**config.mk**
```make
export PLATFORM = sky130hd
export DESIGN_NAME = seq_alu_param_flat
export DESIGN_NICKNAME = d
export VERILOG_FILES = /design/src/rtl/seq_alu_param_if.sv /design/src/rtl/seq_alu_param.sv /design/src/flat_wrapper.sv
export SDC_FILE = /design/constraint.sdc
export NUM_CORES = 1
export LEC_CHECK = 0
export CAP_MARGIN = 20
export CORE_ASPECT_RATIO = 2
export CORE_MARGIN = 2
export CORE_UTILIZATION = 60
export CTS_CLUSTER_DIAMETER = 200
export DETAILED_ROUTE_END_ITERATION = 10
export GPL_ROUTABILITY_DRIVEN = 0
export GPL_TIMING_DRIVEN = 0
export PLACE_DENSITY_LB_ADDON = 0.3
export SLEW_MARGIN = 15
export SYNTH_ARGS = -nofsm -noshare
export SYNTH_HDL_FRONTEND = slang
export SYNTH_SLANG_ARGS = --single-unit
```
**constraint.sdc**
```tcl
create_clock -name clk -period 7.9 [get_ports clk]
set_input_delay 1.975 -clock clk [delete_from_list [all_inputs] [get_ports clk]]
set_output_delay 1.975 -clock clk [all_outputs]
set_load 0.01 [all_outputs]
```
**src/rtl/seq_alu_param_if.sv**
```systemverilog
// Request/response bundle for seq_alu_param: operand stream in, result and status out.
// The master drives requests and words; the slave (the ALU) returns status and results.
interface seq_alu_param_if #(
   parameter int W = 8
);
   logic           i_start;
   logic [1:0]     i_op;
   logic [W-1:0]   i_inbus;
   logic           o_ready;
   logic           o_final;
   logic [2*W-1:0] o_outbus;
   logic           o_ovf;
   logic           o_dbz;
   logic [2:0]     o_state;

   modport master (
      output i_start, i_op, i_inbus,
      input  o_ready, o_final, o_outbus, o_ovf, o_dbz, o_state
   );

   modport slave (
      input  i_start, i_op, i_inbus,
      output o_ready, o_final, o_outbus, o_ovf, o_dbz, o_state
   );
endinterface

```
**src/rtl/seq_alu_param.sv**
```systemverilog
// Multi-cycle W-bit ALU: add, sub, Booth signed multiply, restoring unsigned divide.
// Operands arrive word-by-word on i_inbus; the result lands on o_outbus with a one-cycle o_final.
module seq_alu_param #(
   parameter int W = 8
) (
   input logic            clk,
   input logic            rst,
   seq_alu_param_if.slave bus
);

   typedef enum logic [2:0] {
      IDLE  = 3'd0,
      LOAD1 = 3'd1,
      LOAD2 = 3'd2,
      EXEC  = 3'd3,
      DONE  = 3'd4
   } state_t;

   localparam logic [1:0] OP_ADD = 2'b00;
   localparam logic [1:0] OP_SUB = 2'b01;
   localparam logic [1:0] OP_MUL = 2'b10;
   localparam logic [1:0] OP_DIV = 2'b11;

   state_t         r_state;
   state_t         w_state_next;
   logic [1:0]     r_op;
   logic [W-1:0]   r_w0;
   logic [W-1:0]   r_w1;
   logic [W-1:0]   r_w2;
   logic [W:0]     r_a;
   logic [W-1:0]   r_q;
   logic           r_qm1;
   logic [5:0]     r_cnt;
   logic [2*W-1:0] r_out;
   logic           r_ovf;
   logic           r_dbz;

   logic           w_last;
   logic [W-1:0]   w_sum;
   logic [W-1:0]   w_diff;
   logic           w_add_ovf;
   logic           w_sub_ovf;
   logic [W:0]     w_m_ext;
   logic [W:0]     w_booth_sum;
   logic [W:0]     w_booth_a;
   logic [W-1:0]   w_booth_q;
   logic [W:0]     w_div_shift;
   logic [W:0]     w_div_trial;
   logic           w_div_ge;
   logic [W-1:0]   w_div_r;
   logic [W-1:0]   w_div_q;
   logic           w_div_bad;

   assign w_last = (r_cnt == 6'(W - 1));

   assign w_sum     = r_w0 + r_w1;
   assign w_diff    = r_w1 - r_w0;
   assign w_add_ovf = (r_w0[W-1] == r_w1[W-1]) && (w_sum[W-1] != r_w0[W-1]);
   assign w_sub_ovf = (r_w1[W-1] != r_w0[W-1]) && (w_diff[W-1] != r_w1[W-1]);

   // Booth step on {A,Q,q-1}; A carries an extra sign bit so -2^(W-1) squared fits.
   assign w_m_ext = {r_w0[W-1], r_w0};

   // NOTE: every signal assigned in always_comb gets a default first so no latch is inferred.
   always_comb begin
      w_booth_sum = r_a;
      case ({r_q[0], r_qm1})
         2'b01:   w_booth_sum = r_a + w_m_ext;
         2'b10:   w_booth_sum = r_a - w_m_ext;
         default: w_booth_sum = r_a;
      endcase
   end

   assign w_booth_a = {w_booth_sum[W], w_booth_sum[W:1]};
   assign w_booth_q = {w_booth_sum[0], r_q[W-1:1]};

   // Restoring step: partial remainder is always below the divisor, so W+1 bits hold the trial sign.
   assign w_div_shift = {r_a[W-1:0], r_q[W-1]};
   assign w_div_trial = w_div_shift - {1'b0, r_w2};
   assign w_div_ge    = ~w_div_trial[W];
   assign w_div_r     = w_div_ge ? w_div_trial[W-1:0] : w_div_shift[W-1:0];
   assign w_div_q     = {r_q[W-2:0], w_div_ge};

   assign w_div_bad = (bus.i_inbus == '0) || (r_w0 >= bus.i_inbus);

   always_comb begin
      w_state_next = r_state;
      unique case (r_state)
         IDLE:    if (bus.i_start) w_state_next = LOAD1;
         LOAD1:   w_state_next = (r_op == OP_DIV) ? LOAD2 : EXEC;
         LOAD2:   w_state_next = w_div_bad ? DONE : EXEC;
         EXEC:    if ((r_op == OP_ADD) || (r_op == OP_SUB) || w_last) w_state_next = DONE;
         DONE:    w_state_next = IDLE;
         default: w_state_next = IDLE;
      endcase
   end

   // NOTE: sequential state uses non-blocking assignments so every register samples pre-edge values.
   always_ff @(posedge clk) begin
      if (rst) r_state <= IDLE;
      else     r_state <= w_state_next;
   end

   always_ff @(posedge clk) begin
      if (rst) begin
         r_op  <= '0;
         r_w0  <= '0;
         r_w1  <= '0;
         r_w2  <= '0;
         r_a   <= '0;
         r_q   <= '0;
         r_qm1 <= 1'b0;
         r_cnt <= '0;
         r_out <= '0;
         r_ovf <= 1'b0;
         r_dbz <= 1'b0;
      end else begin
         unique case (r_state)
            IDLE: begin
               if (bus.i_start) begin
                  r_op  <= bus.i_op;
                  r_w0  <= bus.i_inbus;
                  r_ovf <= 1'b0;
                  r_dbz <= 1'b0;
               end
            end
            LOAD1: begin
               r_w1  <= bus.i_inbus;
               r_a   <= '0;
               r_q   <= bus.i_inbus;
               r_qm1 <= 1'b0;
               r_cnt <= '0;
            end
            LOAD2: begin
               r_w2  <= bus.i_inbus;
               r_a   <= {1'b0, r_w0};
               r_q   <= r_w1;
               r_cnt <= '0;
               if (bus.i_inbus == '0) begin
                  r_dbz <= 1'b1;
                  r_out <= '1;
               end else if (r_w0 >= bus.i_inbus) begin
                  r_ovf <= 1'b1;
                  r_out <= '1;
               end
            end
            EXEC: begin
               unique case (r_op)
                  OP_ADD: begin
                     r_out <= {w_sum, {W{1'b0}}};
                     r_ovf <= w_add_ovf;
                  end
                  OP_SUB: begin
                     r_out <= {w_diff, {W{1'b0}}};
                     r_ovf <= w_sub_ovf;
                  end
                  OP_MUL: begin
                     r_a   <= w_booth_a;
                     r_q   <= w_booth_q;
                     r_qm1 <= r_q[0];
                     r_cnt <= r_cnt + 6'd1;
                     if (w_last) r_out <= {w_booth_a[W-1:0], w_booth_q};
                  end
                  default: begin
                     r_a   <= {1'b0, w_div_r};
                     r_q   <= w_div_q;
                     r_cnt <= r_cnt + 6'd1;
                     if (w_last) r_out <= {w_div_r, w_div_q};
                  end
               endcase
            end
            default: ;
         endcase
      end
   end

   assign bus.o_ready  = (r_state == IDLE);
   assign bus.o_final  = (r_state == DONE);
   assign bus.o_outbus = r_out;
   assign bus.o_ovf    = r_ovf;
   assign bus.o_dbz    = r_dbz;
   assign bus.o_state  = r_state;

endmodule

```
**src/flat_wrapper.sv**
```systemverilog
// flat-port wrapper written by rule: the top's interface ports become plain ports
module seq_alu_param_flat 
#(
   parameter int W = 8
)
  (clk, rst, bus_i_start, bus_i_op, bus_i_inbus, bus_o_ready, bus_o_final, bus_o_outbus, bus_o_ovf, bus_o_dbz, bus_o_state);
  seq_alu_param_if #(.W(W)) bus_i ();
  input logic clk;
  input logic rst;
  input wire logic [$bits(bus_i.i_start)-1:0] bus_i_start;
  input wire logic [$bits(bus_i.i_op)-1:0] bus_i_op;
  input wire logic [$bits(bus_i.i_inbus)-1:0] bus_i_inbus;
  output wire logic [$bits(bus_i.o_ready)-1:0] bus_o_ready;
  output wire logic [$bits(bus_i.o_final)-1:0] bus_o_final;
  output wire logic [$bits(bus_i.o_outbus)-1:0] bus_o_outbus;
  output wire logic [$bits(bus_i.o_ovf)-1:0] bus_o_ovf;
  output wire logic [$bits(bus_i.o_dbz)-1:0] bus_o_dbz;
  output wire logic [$bits(bus_i.o_state)-1:0] bus_o_state;
  assign bus_i.i_start = bus_i_start;
  assign bus_i.i_op = bus_i_op;
  assign bus_i.i_inbus = bus_i_inbus;
  assign bus_o_ready = bus_i.o_ready;
  assign bus_o_final = bus_i.o_final;
  assign bus_o_outbus = bus_i.o_outbus;
  assign bus_o_ovf = bus_i.o_ovf;
  assign bus_o_dbz = bus_i.o_dbz;
  assign bus_o_state = bus_i.o_state;
  seq_alu_param #(.W(W)) u_core (.clk(clk), .rst(rst), .bus(bus_i));
endmodule
```
# Word level (Yosys, flattened, before mapping)
# Cells that the tools add are included.
[totals] ff_bits=71 output_inout_bits=23 word_cells=97
[classes] n_addsub=6 n_lt_le_gt_ge=1 eq_ne=25 mux=28 n_bitwise=1 reduce_logical=24
[op_table] cell="2-to-1 mux 16 bit" n=4
[op_table] cell="one-hot mux 16 bit (3 select lines)" n=1
[op_table] cell="one-hot mux 9 bit (2 select lines)" n=2
[op_table] cell="one-hot mux 16 bit (2 select lines)" n=1
[op_table] cell="one-hot mux 9 bit (3 select lines)" n=1
[op_table] cell="one-hot mux 8 bit (3 select lines)" n=1
[op_table] cell="one-hot mux 8 bit (2 select lines)" n=1
[op_table] cell="one-hot mux 3 bit (4 select lines)" n=1
[op_table] cell="one-hot mux 6 bit (2 select lines)" n=1
[op_table] cell="AND reduction 2 bit" n=5
[op_table] cell="adder 9 bit" n=1
[op_table] cell="2-to-1 mux 3 bit" n=3
[op_table] cell="subtractor 9 x 8 -> 9 bit" n=1
[op_table] cell="subtractor 9 bit" n=1
[op_table] cell="adder 8 bit" n=1
[op_table] cell="greater-or-equal comparator 8 bit" n=1
[op_table] cell="zero test 8 bit" n=1
[op_table] cell="2-to-1 mux 8 bit" n=1
[op_table] cell="inequality test 2 x 1 -> 1 bit, second input constant" n=4
[op_table] cell="nonzero test 2 bit" n=4
[op_table] cell="subtractor 8 bit" n=1
[op_table] cell="adder 6 x 1 -> 6 bit, second input constant" n=1
[op_table] cell="equality test 2 bit, second input constant" n=3
[op_table] cell="equality test 3 x 2 -> 1 bit, second input constant" n=2
[op_table] cell="24 further kinds" n=42

# Depth between registers and ports, before layout
# Gate-level depths: netlist of the first run.
[depth] ltp_word=5 ltp_mapped=13 depth_no_buf=13

# Worst setup path before layout of the first run
# Ideal clock, no wire load.
[synth_timing] path_kind="input port to flip-flop" from="input port bus_i_inbus[0]" to="register u_core.r_out[11] (netlist: u_core.bus.o_outbus[11])" setup_time_ns=0.119 arrival_ns=3.647 t_required_ns=7.781 setup_slack_ns=4.134 cell_stages=8 cell_sequence="ha_1 > nand2b_1 > a211oi_1 > o21ai_0 > a311oi_2 > a311oi_4 > buf_6 > o221a_2"
[synth_via] elab_chain_cells=3 word_cells_on_any_way=6 classes_between="1 x order compare; 1 x eq/ne; 2 x mux; 2 x reduce/logical"
[synth_lines] element="from (decl)" line="flat_wrapper.sv:12" rtl="input wire logic [$bits(bus_i.i_inbus)-1:0] bus_i_inbus;"
[synth_lines] element="greater-or-equal comparator 8 bit or zero test 8 bit (tied branches)" line="seq_alu_param.sv:142, seq_alu_param.sv:139"
[synth_lines] element="inequality test 3 x 1 -> 1 bit (no line) or 2-to-1 mux 16 bit (tied branches)"
[synth_lines] element="AND reduction 4 bit (no line) or one-hot mux 16 bit (2 select lines) (tied branches)"
[synth_lines] element="to (signal assigned)" line="seq_alu_param.sv:150" rtl="r_out <= {w_sum, {W{1'b0}}};"
[synth_lines] element="to (signal assigned)" line="seq_alu_param.sv:154" rtl="r_out <= {w_diff, {W{1'b0}}};"
[synth_lines] element="to (signal assigned)" line="seq_alu_param.sv:162" rtl="if (w_last) r_out <= {w_booth_a[W-1:0], w_booth_q};"
[synth_lines] element="to (decl)" line="seq_alu_param.sv:34" rtl="logic [2*W-1:0] r_out;"
# Parallel ways exist; a longest one is shown, timed or not.
# A chain may end at the register's enable or synchronous reset.

# Worst setup path in the final report of the first run
[layout_timing] from="input port bus_i_inbus[4]" to="register u_core.r_out[11] (netlist: u_core.bus.o_outbus[11])"
# Same word-level chain as after synthesis.

==> key figures, run 1 <==
Run status
  – Status: finished clean

Worst setup path
  – R2r startpoint: u_core.r_q[0]$_SDFFE_PP0P_
  – Reg2reg end: u_core.r_a[7]$_SDFFE_PP0P_
  – Critical path, cell by cell: clkdlybuf4s50_1 > inv_1 > ha_1 > o2111ai_1 > o21ai_0 > a311oi_2 > a311oi_4 > o2111ai_1 > o221a_2
  – Worst setup SP type: input pin
  – Crit-path leading delay family: compound AO/OA/AOI/OAI gates
  – CP Class: in -> reg
  – Buf/Inv on CP: 2
  – R2r setup slk: 4330 ps
  – Critical-path top delay cell: clkdlybuf4s50_1
  – Setup crit end kind: register
  – Critical path's largest stage delay: 740 ps
  – Most frequent CP cell: o2111ai_1
  – Worst-path maximum fanout: 9
  – CP Data Arrival Time: 5210 ps
  – Crit path from: bus_i_inbus[4]
  – Required @ worst endpoint: 8130 ps
  – Worst R2R Path Depth: 11
  – Logic depth of the worst path, buffers included: 9
  – Worst setup path end: u_core.bus.o_outbus[11]$_SDFFE_PP0P_

Timing
  – Relative slew margins: 0.331
  – Fin Clk Skew: 7.30 ps
  – Final Hold Slack: 465 ps
  – Worst slew pin tran: 996 ps
  – Tmin final: 4980 ps
  – Final setup TNS: 0 ps
  – # setup viols final: 0
  – Slew Limit Fails: 0
  – Fmax: 201 MHz
  – Final hold violations: 0
  – RSZ-0062 raised after global routing: false
  – Crit share post-route: 0.630

GRT
  – Pin count of the biggest net entering global routing: 13
  – Gr ovfl total: 0
  – Number of global-route vias before repair: 5,412
  – Initial antenna violation count: 0
  – Global Route Usage Sum: 0.383
  – First-pass GRT wire length: 28,100 um

Clock tree
  – CTS tree: yes
  – Worst-Skew Late Latency: 340 ps
  – Post-CTS resize count: 0
  – CTS Buf Count: 9
  – Max Root-Sink Buffers: 2
  – CTS root buf: clkbuf_16
  – Setup Fix Bufs, Post-CTS: 0
  – H-Tree Depth: 3
  – CTS sink count: 71
  – Hold buffers post-CTS: 0
  – Reg clk slew, reported paths: 60 ps

Yosys
  – Syn avg cell area: 7.73 um2
  – FF+latch count, synth: 71
  – Synth Warn #: 0
  – Mapped Cells: 683
  – Top_reg_cell synth: dfxtp_1
  – Post-synth cell types: 65
  – Sequential fraction of the synthesis area: 0.269
  – Post-synth EDFFs: 0
  – Syn Std Cell Area: 0.00528 mm2
  – Syn_nets: 741
  – Share of flip-flops with an asynchronous set or reset: 0

Die
  – I/O pins: 36
  – Total core area: 0.00859 mm2
  – Rows: 48
  – DIE HEIGHT: 137 um
  – Starting Density: 0.614
  – Die width: 70.3 um
  – DIE AREA: 0.00961 mm2

Power
  – Leakage dissipation: 2.29 nW
  – VDD IR max: 0.192 mV
  – Ratio of total power to cell area: 277 mW/mm2

Route
  – Vias after detailed routing: 5,600
  – ANT nets after route: 0
  – 1st-pass router iterations: 7
  – Starting DRT DRC Count: 581
  – Vias per cell: 6.72
  – DRC Markers: 0
  – Final wirelength: 18,100 um
  – Avg WL per Cell: 21.7 um

Flow run
  – Max Cap Viol: 0

Layout
  – Layout cells sized above 1: 0.0641
  – Antenna Cells: 0
  – Commonest non-fill, non-tap cells in the layout: nand2_1 (82), a21oi_1 (72), dfxtp_1 (71), nor2_1 (67), ha_1 (41)
  – Most common cell after layout, fill and taps aside: nand2_1
  – Layout area overhead: 15.2%
  – Final net count: 786

Placement
  – Post-DP HPWL: 13,500 um
  – PortBufs: 34

Worst hold path
  – Hold Path Class: reg -> reg
[Yosys cell counts, types with 11 or more instances]
library cell | number | area, um2
nand2_1 | 82 | 308
inv_1 | 37 | 139
a311oi_1 | 13 | 114
dfxtp_1 | 71 | 1420
nor2_1 | 67 | 251
xnor2_1 | 18 | 158
a31oi_1 | 11 | 68.8
a21oi_1 | 72 | 360
nor3_1 | 20 | 100
a211oi_1 | 31 | 233
clkbuf_1 | 33 | 124
xor2_1 | 11 | 96.3
mux2i_1 | 16 | 160
mux2_2 | 14 | 158
o21ai_0 | 24 | 120
ha_1 | 41 | 513
nand2b_1 | 12 | 75.1
[where the power goes]
group,internal (mW),leakage [nW],total [mW],switching (mW)
sequential,0.404,0.580,0.462,0.0578
clock,0.309,0.160,0.464,0.155
combinational,0.300,1.55,0.760,0.460
[layout make-up]
type | count | area [um2]
Fill cell | 741 | 2510
Buffer | 44 | 179
Clock inverter | 5 | 106
Multi-Input combinational cell | 530 | 3530
Clock buffer | 11 | 233
Inverter | 38 | 143
Sequential cell | 71 | 1420
Tap cell | 100 | 125
Timing Repair Buffer | 34 | 340
[tightest hold or removal path, stage by stage (launching register included)]
cell	delay, ps
dfxtp_1	300
nand2_1	60
a21oi_1	60
[sequential cells by signal, summed over array words and instances, names as in the netlist]
name / count
u_core.r_w0: 8
u_core.bus.o_dbz: 1
u_core.r_cnt: 6
u_core.r_a: 9
u_core.r_w2: 8
u_core.r_op: 2
u_core.bus.o_outbus: 16
u_core.r_qm1: 1
u_core.r_w1: 8
u_core.bus.o_state: 3
u_core.r_q: 8
u_core.bus.o_ovf: 1
[per-layer routing]
layer	vias to the layer above	routed length (um)	track usage	part of all wire
li1	2538	-	-	-
met4	0	1630	0.307	0.090
met3	125	1600	0.0729	0.088
met5	-	0	0	0
met2	401	8800	0.663	0.49
met1	2536	6050	0.395	0.33
[through the flow]
stage / instance area [um2] / worst slack (ps) / std cells / util / power [mW]
finish: 6080 / 2920 / 833 / 0.708 / 1.69
global route: 6080 / 2890 / 833 / 0.708 / 1.76
CTS: 6080 / 3030 / 833 / 0.708 / 1.65
detailed placement: 5740 / 2700 / 817 / 0.669 / 1.19
global placement: 5740 / 2820 / 817 / 0.669 / 1.17
floorplan: 5280 / 4130 / 683 / - / 0.959
[worst min-delay path by stage]
stage / slack (ps) / cells after the start / endpoint / startpoint
detailed placement: 450 / 2 / u_core.r_w2[1]$_SDFFE_PP0P_ / u_core.r_w2[1]$_SDFFE_PP0P_
finish: 460 / 2 / u_core.r_w2[1]$_SDFFE_PP0P_ / u_core.r_w2[1]$_SDFFE_PP0P_
global placement: 450 / 2 / u_core.r_w2[1]$_SDFFE_PP0P_ / u_core.r_w2[1]$_SDFFE_PP0P_
CTS: 460 / 2 / u_core.r_w2[1]$_SDFFE_PP0P_ / u_core.r_w2[1]$_SDFFE_PP0P_
floorplan: 440 / 2 / u_core.r_w2[1]$_SDFFE_PP0P_ / u_core.r_w2[1]$_SDFFE_PP0P_
global route: 500 / 2 / u_core.r_w2[4]$_SDFFE_PP0P_ / u_core.r_w2[4]$_SDFFE_PP0P_
[cells by family (layout without fill, tap and decap cells)]
group           after synthesis  in the layout  synth area share
fa+ha+maj                    45             45             0.112
xor+xnor                     29             29            0.0481
compound gates              203            203             0.257
buf+inv                      82            132            0.0609
flops                        71             71             0.269
simple gates                223            223             0.192
mux                          30             30            0.0602
Power figures use the tool's default switching activity.
==> inputs of run 2 (changes only) <==
clock period = 4.6 ns   (was 7.9 ns; I/O delays follow)
==> results of run 2 <==
Same layout as run 1 (identical final DEF). Status: finished clean.
Among the figures that moved: setup slack after placement 2700 ps -> 221 ps; setup slack after layout 2920 ps -> 448 ps; register-to-register setup slack 4330 ps -> 1030 ps; total power 1.69 mW -> 2.90 mW; worst IR drop on VDD 0.192 mV -> 0.330 mV
==> inputs of run 3 (changes only) <==
clock period = 4.11 ns   (was 4.6 ns; I/O delays follow)
==> results of run 3 <==
Same layout as run 1 (identical final DEF). Status: finished clean.
Among the figures that moved: setup slack after placement 2700 ps -> -147 ps; setup slack after layout 2920 ps -> 80.4 ps; register-to-register setup slack 4330 ps -> 540 ps; total power 1.69 mW -> 3.24 mW; worst IR drop on VDD 0.192 mV -> 0.369 mV
==> patch (config.mk and constraints of run 3) <==
Reset style: asynchronous (`rst`), changed in 2 clocked blocks.
--- a/src/rtl/seq_alu_param.sv
+++ b/src/rtl/seq_alu_param.sv
@@ -96,12 +96,12 @@
    end
 
    // NOTE: sequential state uses non-blocking assignments so every register samples pre-edge values.
-   always_ff @(posedge clk) begin
+   always_ff @(posedge clk or posedge rst) begin
       if (rst) r_state <= IDLE;
       else     r_state <= w_state_next;
    end
 
-   always_ff @(posedge clk) begin
+   always_ff @(posedge clk or posedge rst) begin
       if (rst) begin
          r_op  <= '0;
          r_w0  <= '0;
Function: differs if rst is asserted again (counterexample within 4 cycles, from zero or initial values and one cycle with rst high); with rst held inactive, the same outputs for 10 cycles.
==> patch against run 3 <==
- worst setup slack improved by 0.27 ns
- non-clock buffer count decreased by 10
- clock skew is 0.0019 ns lower
- largest cell class unchanged
- sequential cell count did not move
- cell count fell by 8.9%
- hold slack improved by 0.028 ns
- routed wire length down 3.4%
- global-route usage decreased by 0.97 points
- area after synthesis up 2.4%
- register-to-register slack got worse by 0.13 ns
- final area increased by 2.1%
Power is left out: the tool's default activity adds up to more than one toggle a clock period on the data nets, which glitch-free logic cannot reach.
==> patch: results (changes against run 3) <==
- Vias in the first global route: 5358 (-1.0%)
- Initial DRC count: 635 (+9.3%)
- Filler-free cell count of the finished design: 759 (-8.9%)
- Port buffer count: 35 (+2.9%)
- Dpl cells: 744 (-8.9%)
- Largest delay share family, worst path: buffers and inverters
- FF+latch area: 1777 sq um (+25%)
- Total GRT Usage: 0.3730 (-0.009685)
- Crit Path Max Fanout: 10 (+1)
- Met3 Usage GRT: 0.08528 (+0.01238)
- Clk_skew: 0.005414 ns (-0.001883 ns)
- Pin count of the biggest net entering global routing: 56 (+43)
- Synthesized Nets: 664 (-10%)
- Status: finished clean
- RR Endpoint: u_core.bus.o_outbus[14]
- Top FF cell, synth: dfrtp_1
- Post-Route M1 WL: 5863 um (-3.1%)
- M1 GR Usage: 0.3966 (+0.001819)
- Buffering overhead: 0.08402 (-0.001369)
- Invs w/o clock: 39 (+2.6%)
- Most instantiated cells after synthesis: dfrtp_1, nand2_1, o21ai_0, a21oi_1, ha_1
- Synth area leaders: dfrtp_1, ha_1, o21ai_0
- R2R Setup Slk: 0.41 ns (-0.13 ns)
- DR pass1 iterations: 5 (-2)
- Synth cell types: 80 (+23%)
- Reg-to-reg critical path startpoint: u_core.r_q[0]
- M2 GR Usage: 0.6139 (-0.04913)
- Slew headroom: 0.4907 (+0.1601)
- Hold path start: u_core.bus.o_outbus[0]
- Multi-input gate share of total cell area: 0.5376 (-0.04349)
- Adder-cell share of the synthesized area: 0.1097 (-0.002680)
- Wire length on met3: 1348 um (-16%)
- Max incr delay on CP: 0.72 ns (-0.02 ns)
- # nets final: 711 (-9.5%)
- Clock buf/inv share: 0.04775 (-0.008008)
- Layout clock buffers: 10 (-1)
- Reg2Reg Depth: 12 (+1)
- Worst Path Arrival: 3.99 ns (-0.27 ns)
- WL per Instance: 23.02 um (+6.1%)
- Asr flop ratio synth: 1.000 (+1.000)
- Layout cell share with drive strength beyond 1: 0.09893 (+0.03481)
patch: metrics by stage:
stage          cell area, sq um    util  setup WS (ns)
6_report                   6210  0.6985         0.3461
5_1_grt                    6210  0.6985         0.1905
4_1_cts                    6210  0.6985         0.4175
3_5_place_dp               5913  0.6652        0.07924
3_3_place_gp               5883  0.6618         0.1050
2_1_floorplan              5405       -          1.231
patch: worst max-delay path by stage:
stage | start | endpoint | slack (ns)
detailed placement | bus_i_inbus[5] | u_core.bus.o_outbus[1] | 0.08
global route | bus_i_inbus[5] | u_core.bus.o_outbus[1] | 0.19
floorplan | bus_i_inbus[5] | u_core.bus.o_outbus[1] | 1.23
global placement | bus_i_inbus[5] | u_core.bus.o_outbus[1] | 0.10
CTS | bus_i_inbus[5] | u_core.bus.o_outbus[1] | 0.42
finish | bus_i_inbus[5] | u_core.bus.o_outbus[1] | 0.35
